$ cat src/rtl/wr_ptr_ctrl.sv
// Write-side pointer controller for an asynchronous FIFO: binary/Gray write pointers,
// RAM write strobe/address, registered full/almost_full/level and a sticky overflow flag.
module wr_ptr_ctrl #(
  parameter int unsigned PTR_LEN      = 8,
  parameter int unsigned AFULL_THRESH = (2 ** PTR_LEN) - 2
) (
  input  logic             wclk,
  input  logic             wr_rst,
  input  logic             wr_en,
  input  logic [PTR_LEN:0] rd_ptr_gray_sync,
  input  logic             ovf_clr,
  output logic             wr_fire,
  output logic [PTR_LEN-1:0] waddr,
  output logic [PTR_LEN:0] wrt_ptr,
  output logic [PTR_LEN:0] wrt_ptr_gray,
  output logic             full,
  output logic             almost_full,
  output logic [PTR_LEN:0] wr_level,
  output logic             overflow
);

  localparam logic [PTR_LEN:0] AfThresh = (PTR_LEN + 1)'(AFULL_THRESH);

  logic [PTR_LEN:0] wbin_nxt;
  logic [PTR_LEN:0] wgray_nxt;
  logic [PTR_LEN:0] rbin;
  logic [PTR_LEN:0] full_mask;
  logic [PTR_LEN:0] level_nxt;
  logic             full_nxt;
  logic             almost_full_nxt;
  logic             overflow_nxt;

  assign wr_fire = wr_en & ~full;
  assign waddr   = wrt_ptr[PTR_LEN-1:0];

  always_comb begin
    wbin_nxt  = wrt_ptr + {{PTR_LEN{1'b0}}, wr_fire};
    wgray_nxt = wbin_nxt ^ (wbin_nxt >> 1);

    // Gray to binary: XOR prefix from the MSB down.
    rbin          = '0;
    rbin[PTR_LEN] = rd_ptr_gray_sync[PTR_LEN];
    for (int i = int'(PTR_LEN) - 1; i >= 0; i--) begin
      rbin[i] = rbin[i+1] ^ rd_ptr_gray_sync[i];
    end

    // Full when the write pointer is one lap ahead: top two Gray bits inverted.
    full_mask            = '0;
    full_mask[PTR_LEN]   = 1'b1;
    full_mask[PTR_LEN-1] = 1'b1;
    full_nxt             = (wgray_nxt == (rd_ptr_gray_sync ^ full_mask));

    level_nxt       = wbin_nxt - rbin;
    almost_full_nxt = (level_nxt >= AfThresh);

    // Set wins over clear.
    overflow_nxt = (wr_en & full) | (overflow & ~ovf_clr);
  end

  always_ff @(posedge wclk or posedge wr_rst) begin
    if (wr_rst) begin
      wrt_ptr      <= '0;
      wrt_ptr_gray <= '0;
      full         <= 1'b0;
      almost_full  <= 1'b0;
      wr_level     <= '0;
      overflow     <= 1'b0;
    end else begin
      wrt_ptr      <= wbin_nxt;
      wrt_ptr_gray <= wgray_nxt;
      full         <= full_nxt;
      almost_full  <= almost_full_nxt;
      wr_level     <= level_nxt;
      overflow     <= overflow_nxt;
    end
  end

endmodule
$ cat config.mk
export PLATFORM = sky130hd
export DESIGN_NAME = wr_ptr_ctrl
export DESIGN_NICKNAME = d
export VERILOG_FILES = /design/src/rtl/wr_ptr_ctrl.sv
export SDC_FILE = /design/constraint.sdc
export NUM_CORES = 1
export LEC_CHECK = 0
export CELL_PAD_IN_SITES_DETAIL_PLACEMENT = 0
export CELL_PAD_IN_SITES_GLOBAL_PLACEMENT = 1
export CORE_UTILIZATION = 39
export CTS_CLUSTER_DIAMETER = 40
export DETAILED_ROUTE_END_ITERATION = 8
export PLACE_DENSITY_LB_ADDON = 0.1
export SLEW_MARGIN = 10
export SYNTH_ARGS = -nofsm -noshare
export SYNTH_HDL_FRONTEND = slang
export SYNTH_SLANG_ARGS = --single-unit
export TNS_END_PERCENT = 20
$ cat constraint.sdc
create_clock -name wclk -period 4.61 [get_ports wclk]
set_input_delay 0.461 -clock wclk [delete_from_list [all_inputs] [get_ports wclk]]
set_output_delay 0.461 -clock wclk [all_outputs]
set_load 0.02 [all_outputs]
# [After elaboration in Yosys (flattened, before gate mapping)]
# Index checks and enable logic that the tools add are counted.
[totals] reg_bits=30 in_bits=13 out_inout_bits=39 word_cells=26
[classes] addsub=2 n_lt_le_gt_ge=1 n_eq_ne=1 bitwise_logic=16
[op_table] op="adder 9 x 1 -> 9 bit" n=1
[op_table] op="== test 9 bit" n=1
[op_table] op=">= comparator 9 x 8 -> 1 bit (second input constant)" n=1
[op_table] op="subtractor 9 bit" n=1
[op_table] op="bitwise XOR 9 x 8 -> 9 bit" n=1
[op_table] op="bitwise XOR 1 bit" n=8
[op_table] op="AND 1 bit" n=3
[op_table] op="NOT 1 bit" n=2
[op_table] op="NOT 2 bit" n=1
[op_table] op="OR 1 bit" n=1

# [Longest topological paths before layout]
# Gate-level depths: netlist of run 1.
[logic_depth] ltp_word=10 depth_mapped=15 ltp_nobuf=15

# [Worst setup path before layout of run 1]
# No wires, ideal clock.
[synth_path] kind="input -> register" startpoint="input port rd_ptr_gray_sync[8]" endpoint="register almost_full" setup_ns=0.120 arrival_ns=3.584 required_ns=4.490 path_slack_ns=0.905 cell_stages=15 n_path_buf=0 path_cell_list="xnor3_2 xor2_2 xnor3_2 xor2_2 xor2_2 xnor2_1 ha_1 inv_1 fa_1 a211oi_1 o21ai_0 a21o_1 a21oi_1 xor2_1 a41o_1"
[synth_between] elab_chain_len=10
[synth_lines] element="from (decl)" line_no="10" rtl="input logic [PTR_LEN:0] rd_ptr_gray_sync,"
[synth_lines] element="bitwise XOR 1 bit (8 in series)" line_no="44" rtl="rbin[i] = rbin[i+1] ^ rd_ptr_gray_sync[i];"
[synth_lines] element="subtractor 9 bit *" line_no="53" rtl="level_nxt = wbin_nxt - rbin;"
[synth_lines] element="net level_nxt[8]" line_no="28" rtl="logic [PTR_LEN:0] level_nxt;"
[synth_lines] element=">= comparator 9 x 8 -> 1 bit *" line_no="54" rtl="almost_full_nxt = (level_nxt >= AfThresh);"
[synth_lines] element="net almost_full_nxt" line_no="30" rtl="logic almost_full_nxt;"
[synth_lines] element="to (signal assigned)" line_no="72" rtl="almost_full <= almost_full_nxt;"
[synth_lines] element="to (decl)" line_no="17" rtl="output logic almost_full,"
# The timed path passes the listed nets; every way through them passes the cells marked *.

# [Worst setup path in the final report of run 1]
# Same ends and word-level chain as after synthesis.

==> results.sh, run 1 <==
export IMPL_worstPathCellList="clkdlybuf4s50_1 > xnor3_2 > xor2_2 > xnor3_2 > xor2_2 > xor2_2 > xnor2_1 > ha_1 > inv_1 > fa_1 > a211oi_1 > o21ai_0 > a21o_1 > a21oi_1 > xor2_1 > a41o_1"
export IMPL_wl_met2_mm=1.83
export IMPL_synth_area_mm2=0.00185
export IMPL_synth_top_cell_area_share=0.393
export IMPL_holdCritStartpoint="full"
export IMPL_yosys_top_cells_area="dfrtp_1, xnor2_1, ha_1, xor2_1, buf_4"
export IMPL_endpoint="almost_full"
export IMPL_drt_wl_total_mm=3.80
export IMPL_clockBufferDepth=2
export IMPL_route_antenna_remaining_nets=0
export IMPL_grt_overflow=0
export IMPL_slowest_delay_ns=0.53
export IMPL_skew_ns=0.00888
export IMPL_vias=1385
export IMPL_drt_first_pass_iters=6
export IMPL_pre_cts_slack_ns=0.0353
export IMPL_final_cells=277
export IMPL_drc=0
export IMPL_cap_viol_max_count=0
export IMPL_dp_cells=270
export IMPL_p_leak_nw=1.05
export IMPL_grt_pass1_vias=1405
export IMPL_n_fill_cell=410
export IMPL_place_area_mm2=0.00234
export IMPL_min_path_type="reg -> reg"
export IMPL_power_density_mw_per_mm2=791
export IMPL_syn_avg_cell_area_um2=10.3
export IMPL_cp_common_cell="xor2_2"
export IMPL_htree_levels=2
export IMPL_synth_cell_types=40
export IMPL_grt_util_all_layers=0.167
export IMPL_tns_ns=0
export IMPL_holdBufCountCts=0
export IMPL_synth_largest_area_cell="dfrtp_1"
export IMPL_clkSinkCount=29
export IMPL_layout_nets=249
export IMPL_cts_root_buffer="clkbuf_8"
export IMPL_ios=52
export IMPL_start_util=0.415
export IMPL_drive_above_1_share=0.0533
export IMPL_dieArea_mm2=0.00501
export IMPL_syn_to_final_growth_pct=31.4
export IMPL_grt_pass1_wl_mm=6.51
export IMPL_worstPathArrival_ns=4.44
export IMPL_diodes=0
export IMPL_crit_type="in -> reg"
export IMPL_layout_setup_ws_ns=0.320
export IMPL_synth_most_common_cell="dfrtp_1"
export IMPL_cts_setup_buffers=0
export IMPL_vdd_drop_max_v=0.000366
export IMPL_regToRegStartpoint="full"
export IMPL_ys_flop_type="dfrtp_1"
export IMPL_routabilityCongestion=0.828
export IMPL_critPathSlowestCell="clkdlybuf4s50_1"
export IMPL_synth_nets=204
export IMPL_die_h_um=70.8
export IMPL_relSlewSlack=0.686
export IMPL_finalCritPeriodShare=0.931
export IMPL_dp_hpwl_mm=2.90
export IMPL_highest_layer="met4"
export IMPL_p_total_mw=1.92
export IMPL_worst_pin_slew_ns=0.466
export IMPL_wl_met1_mm=1.80
export IMPL_yosysWarnings=0
export IMPL_period_needed_ns=4.29
export IMPL_drv_slew=0
export IMPL_coreArea_mm2=0.00444
export IMPL_avgRoutedWirePerCell_um=13.7
export IMPL_reg2reg_depth=11
export IMPL_cts_tree="yes"
export IMPL_async_reset_ff_frac=1.00
export IMPL_synth_edf_count=0
export IMPL_grt_max_degree=30
export IMPL_worstSkewPairLatency_ns=0.27
export IMPL_drt_vias_per_instance=5.00
export IMPL_required_ns=4.76
export IMPL_rows=24
export IMPL_rsz0062_at_grt="false"
export IMPL_numCtsBuffers=5
export IMPL_stdcell_area_mm2=0.00242
export IMPL_r2r_slack_ns=1.50
export IMPL_setup_viol=0
export IMPL_post_route_util=0.546
export IMPL_cts_resized=0
export IMPL_worstSetupStartpoint="rd_ptr_gray_sync[8]"
export IMPL_clkTransAtPathRegs_ns=0.06
export IMPL_drt_initial_drc_count=77
export IMPL_start_kind="input port"
export IMPL_wl_met3_um=129
export IMPL_outcome="complete, no violations"
export IMPL_syn_inst=180
export IMPL_die_x_um=70.8
export IMPL_cp_max_fo=3
export IMPL_yosys_top_cells_count="dfrtp_1, xnor2_1, nor2_1"
export IMPL_end_kind="flop"
export IMPL_seq_area_frac_synth=0.393
export IMPL_rr_endpoint="almost_full"
export IMPL_final_hold_violation_count=0
export IMPL_max_freq_ghz=0.233
export IMPL_port_buffer_count=51
export IMPL_whs_ns=0.518
export IMPL_synth_seq_cells=29
export IMPL_antenna_found_initial=0
-- area by class of cell --
cell class | instances | area, um2 | share of cell area
clock buffer | 7 | 86.3 | 0.0356
multi-input combinational | 127 | 992 | 0.409
timing repair buffer | 52 | 518 | 0.214
sequential | 29 | 726 | 0.299
tap | 52 | 65.1 | 0.0268
inverter | 10 | 37.5 | 0.0155
-- flip-flops by register name, summed over array words and instances, names as in the netlist --
register      flops
wrt_ptr           9
wr_level          9
overflow          1
full              1
almost_full       1
wrt_ptr_gray      8
-- per-layer routing --
metal  vias to the layer above  GRT usage
li1                        691          -
met1                       651      0.218
met2                        39      0.276
met3                         4     0.0370
met4                         0     0.0533
met5                         -          0
-- worst min path at each step --
stage                       end  cells after the start  slack (ns)
finish                 overflow                      2        0.52
detailed placement     overflow                      2        0.51
global route           overflow                      2        0.58
global placement       overflow                      2        0.50
floorplan           almost_full                      1        0.54
CTS                    overflow                      2        0.53
-- logic make-up after synthesis --
logic type / count (synthesis) / synth area share
xor+xnor: 38 / 0.216
fa+ha+maj: 11 / 0.0786
simple gates: 41 / 0.110
flops: 29 / 0.393
buf+inv: 24 / 0.0692
compound gates: 36 / 0.127
mux: 1 / 0.00542
-- worst max-delay path: cells and delay by family --
| family | cells | cell delay (ns) |
|---|---|---|
| compound gates | 5 | 1.06 |
| xor+xnor | 7 | 1.74 |
| buf+inv | 2 | 0.58 |
| fa+ha+maj | 2 | 0.59 |
-- layout by cell type (no fill, tap or decap), types with 2 or more instances in the layout --
cell type / n
clkdlybuf4s50_1: 51
dfrtp_1: 29
xnor2_1: 20
nor2_1: 13
xor2_1: 12
inv_1: 10
ha_1: 10
nand2_1: 8
a21oi_1: 8
o21ai_0: 6
clkbuf_8: 6
nand3_1: 5
o22ai_1: 4
xor2_2: 3
nand2b_1: 3
a211oi_1: 3
a21o_1: 3
xnor3_2: 2
and2_1: 2
o21a_1: 2
or3_1: 2
a21boi_0: 2
nor2b_1: 2
-- power breakdown --
part,leakage [nW],internal (mW),switching [mW],total [mW]
logic,0.666,0.584,0.655,1.24
clock network,0.0443,0.118,0.0891,0.207
registers,0.344,0.374,0.0988,0.472
Power figures use the tool's default switching activity.
==> run 2: changes to the inputs <==
--- a/config.mk
+++ b/config.mk
@@ -7,6 +7,7 @@
 export LEC_CHECK = 0
 export CELL_PAD_IN_SITES_DETAIL_PLACEMENT = 0
 export CELL_PAD_IN_SITES_GLOBAL_PLACEMENT = 1
+export CORE_MARGIN = 3
 export CORE_UTILIZATION = 39
 export CTS_CLUSTER_DIAMETER = 40
 export DETAILED_ROUTE_END_ITERATION = 8
==> results.sh, run 2 (synthesis results as in run 1) <==
export IMPL_cts_root_buffer="clkbuf_8"
export IMPL_cts_setup_buffers=0
export IMPL_multi_input_area_um2=992
export IMPL_dieArea_mm2=0.00559
export IMPL_outcome="complete, no violations"
export IMPL_p_leak_nw=1.05
export IMPL_start_util=0.412
export IMPL_cap_viol_max_count=0
export IMPL_end_kind="flop"
export IMPL_die_x_um=74.8
export IMPL_clkTransAtPathRegs_ns=0.06
export IMPL_drc=0
export IMPL_port_buffer_count=51
export IMPL_relSlewSlack=0.685
export IMPL_final_hold_violation_count=0
export IMPL_cp_max_fo=3
export IMPL_grt_max_degree=30
export IMPL_clockBufferDepth=2
export IMPL_drt_wl_total_mm=4.01
export IMPL_route_antenna_remaining_nets=0
export IMPL_required_ns=4.77
export IMPL_start_kind="input port"
export IMPL_vdd_drop_max_v=0.000414
export IMPL_setup_viol=0
export IMPL_layout_commonest_cell="clkdlybuf4s50_1"
export IMPL_coreArea_mm2=0.00447
export IMPL_grt_pass1_vias=1465
export IMPL_rsz0062_at_grt="false"
export IMPL_tns_ns=0
export IMPL_seq_area_um2=726
export IMPL_reg_top3="wr_level: 9 flops, wrt_ptr: 9 flops, wrt_ptr_gray: 8 flops"
export IMPL_drt_vias_per_instance=5.10
export IMPL_crit_type="in -> reg"
export IMPL_dp_hpwl_mm=3.07
export IMPL_rows=24
export IMPL_layout_setup_ws_ns=0.310
export IMPL_max_freq_ghz=0.233
export IMPL_n_fill_cell=379
export IMPL_drv_slew=0
export IMPL_drt_initial_drc_count=55
export IMPL_syn_to_final_growth_pct=31.1
export IMPL_ios=52
export IMPL_worstPathArrival_ns=4.46
export IMPL_grt_pass1_wl_mm=6.91
export IMPL_pre_cts_slack_ns=0.00514
export IMPL_avgRoutedWirePerCell_um=14.4
export IMPL_grt_util_all_layers=0.167
export IMPL_layout_nets=249
export IMPL_power_density_mw_per_mm2=794
export IMPL_worst_pin_slew_ns=0.468
export IMPL_holdBufCountCts=0
export IMPL_period_needed_ns=4.30
export IMPL_final_cell_mix="clkdlybuf4s50_1, dfrtp_1, xnor2_1"
export IMPL_whs_ns=0.518
export IMPL_skew_ns=0.00880
export IMPL_antenna_found_initial=0
export IMPL_finalCritPeriodShare=0.933
export IMPL_drive_above_1_share=0.0487
export IMPL_vias=1418
export IMPL_die_h_um=74.8
export IMPL_cts_tree="yes"
export IMPL_routabilityCongestion=0.812
export IMPL_cts_resized=0
export IMPL_diodes=0
export IMPL_grt_overflow=0
export IMPL_clkSinkCount=29
export IMPL_drt_first_pass_iters=5
export IMPL_min_path_type="reg -> reg"
export IMPL_worstSkewPairLatency_ns=0.28
export IMPL_numCtsBuffers=5
export IMPL_htree_levels=2
[run 2: changes by cell type in the layout (fill, tap and decap cells not counted)]
| cell | change |
|---|---|
| clkbuf_1 | +2 |
| clkbuf_8 | -1 |
[run 2: power breakdown]
part           internal (mW)  total, mW  leakage (nW)  switching, mW
logic                  0.586       1.25         0.666          0.661
registers              0.374      0.473         0.344         0.0992
clock network          0.107      0.201        0.0395         0.0943
total                   1.07       1.92          1.05          0.855
[run 2: final cells by class]
class,instances,area share
clock buffers,8,0.0331
inverters,10,0.0155
multi-input cells,127,0.410
flip-flops and latches,29,0.300
well taps,52,0.0269
repair buffers,52,0.214
[run 2: worst max-delay path, cell delays in order]
cell and delay (ns):
clkdlybuf4s50_1 0.53, xnor3_2 0.48, xor2_2 0.22, xnor3_2 0.32, xor2_2 0.21, xor2_2 0.25, xnor2_1 0.17, ha_1 0.18
inv_1 0.05, fa_1 0.41, a211oi_1 0.33, o21ai_0 0.18, a21o_1 0.18, a21oi_1 0.16, xor2_1 0.10, a41o_1 0.22
[run 2: worst paths after layout]
kind	startpoint	end	slack, ns	depth (start not counted)
setup / recovery	rd_ptr_gray_sync[8]	almost_full	0.31	16
max in group asynchronous	wr_rst	wrt_ptr[7]	3.77	3
min in group asynchronous	wr_rst	full	0.55	3
hold / removal	full	overflow	0.52	2
setup reg to reg	full	almost_full	1.44	11
hold reg to reg	full	overflow	0.52	2
[run 2: metal layers]
layer / GRT usage / wire length [um] / up-vias
li1: - / - / 693
met1: 0.214 / 1830 / 688
met2: 0.272 / 1970 / 30
met3: 0.0454 / 156 / 7
met4: 0.0593 / 59 / 0
met5: 0 / 0 / -
[run 2: metrics by stage]
stage	instances	power (mW)	util	area, um2
2_1_floorplan	180	1.34	-	1850
3_3_place_gp	270	1.72	0.523	2340
3_5_place_dp	270	1.73	0.523	2340
4_1_cts	278	1.94	0.541	2420
5_1_grt	278	2.09	0.541	2420
6_report	278	1.92	0.541	2420
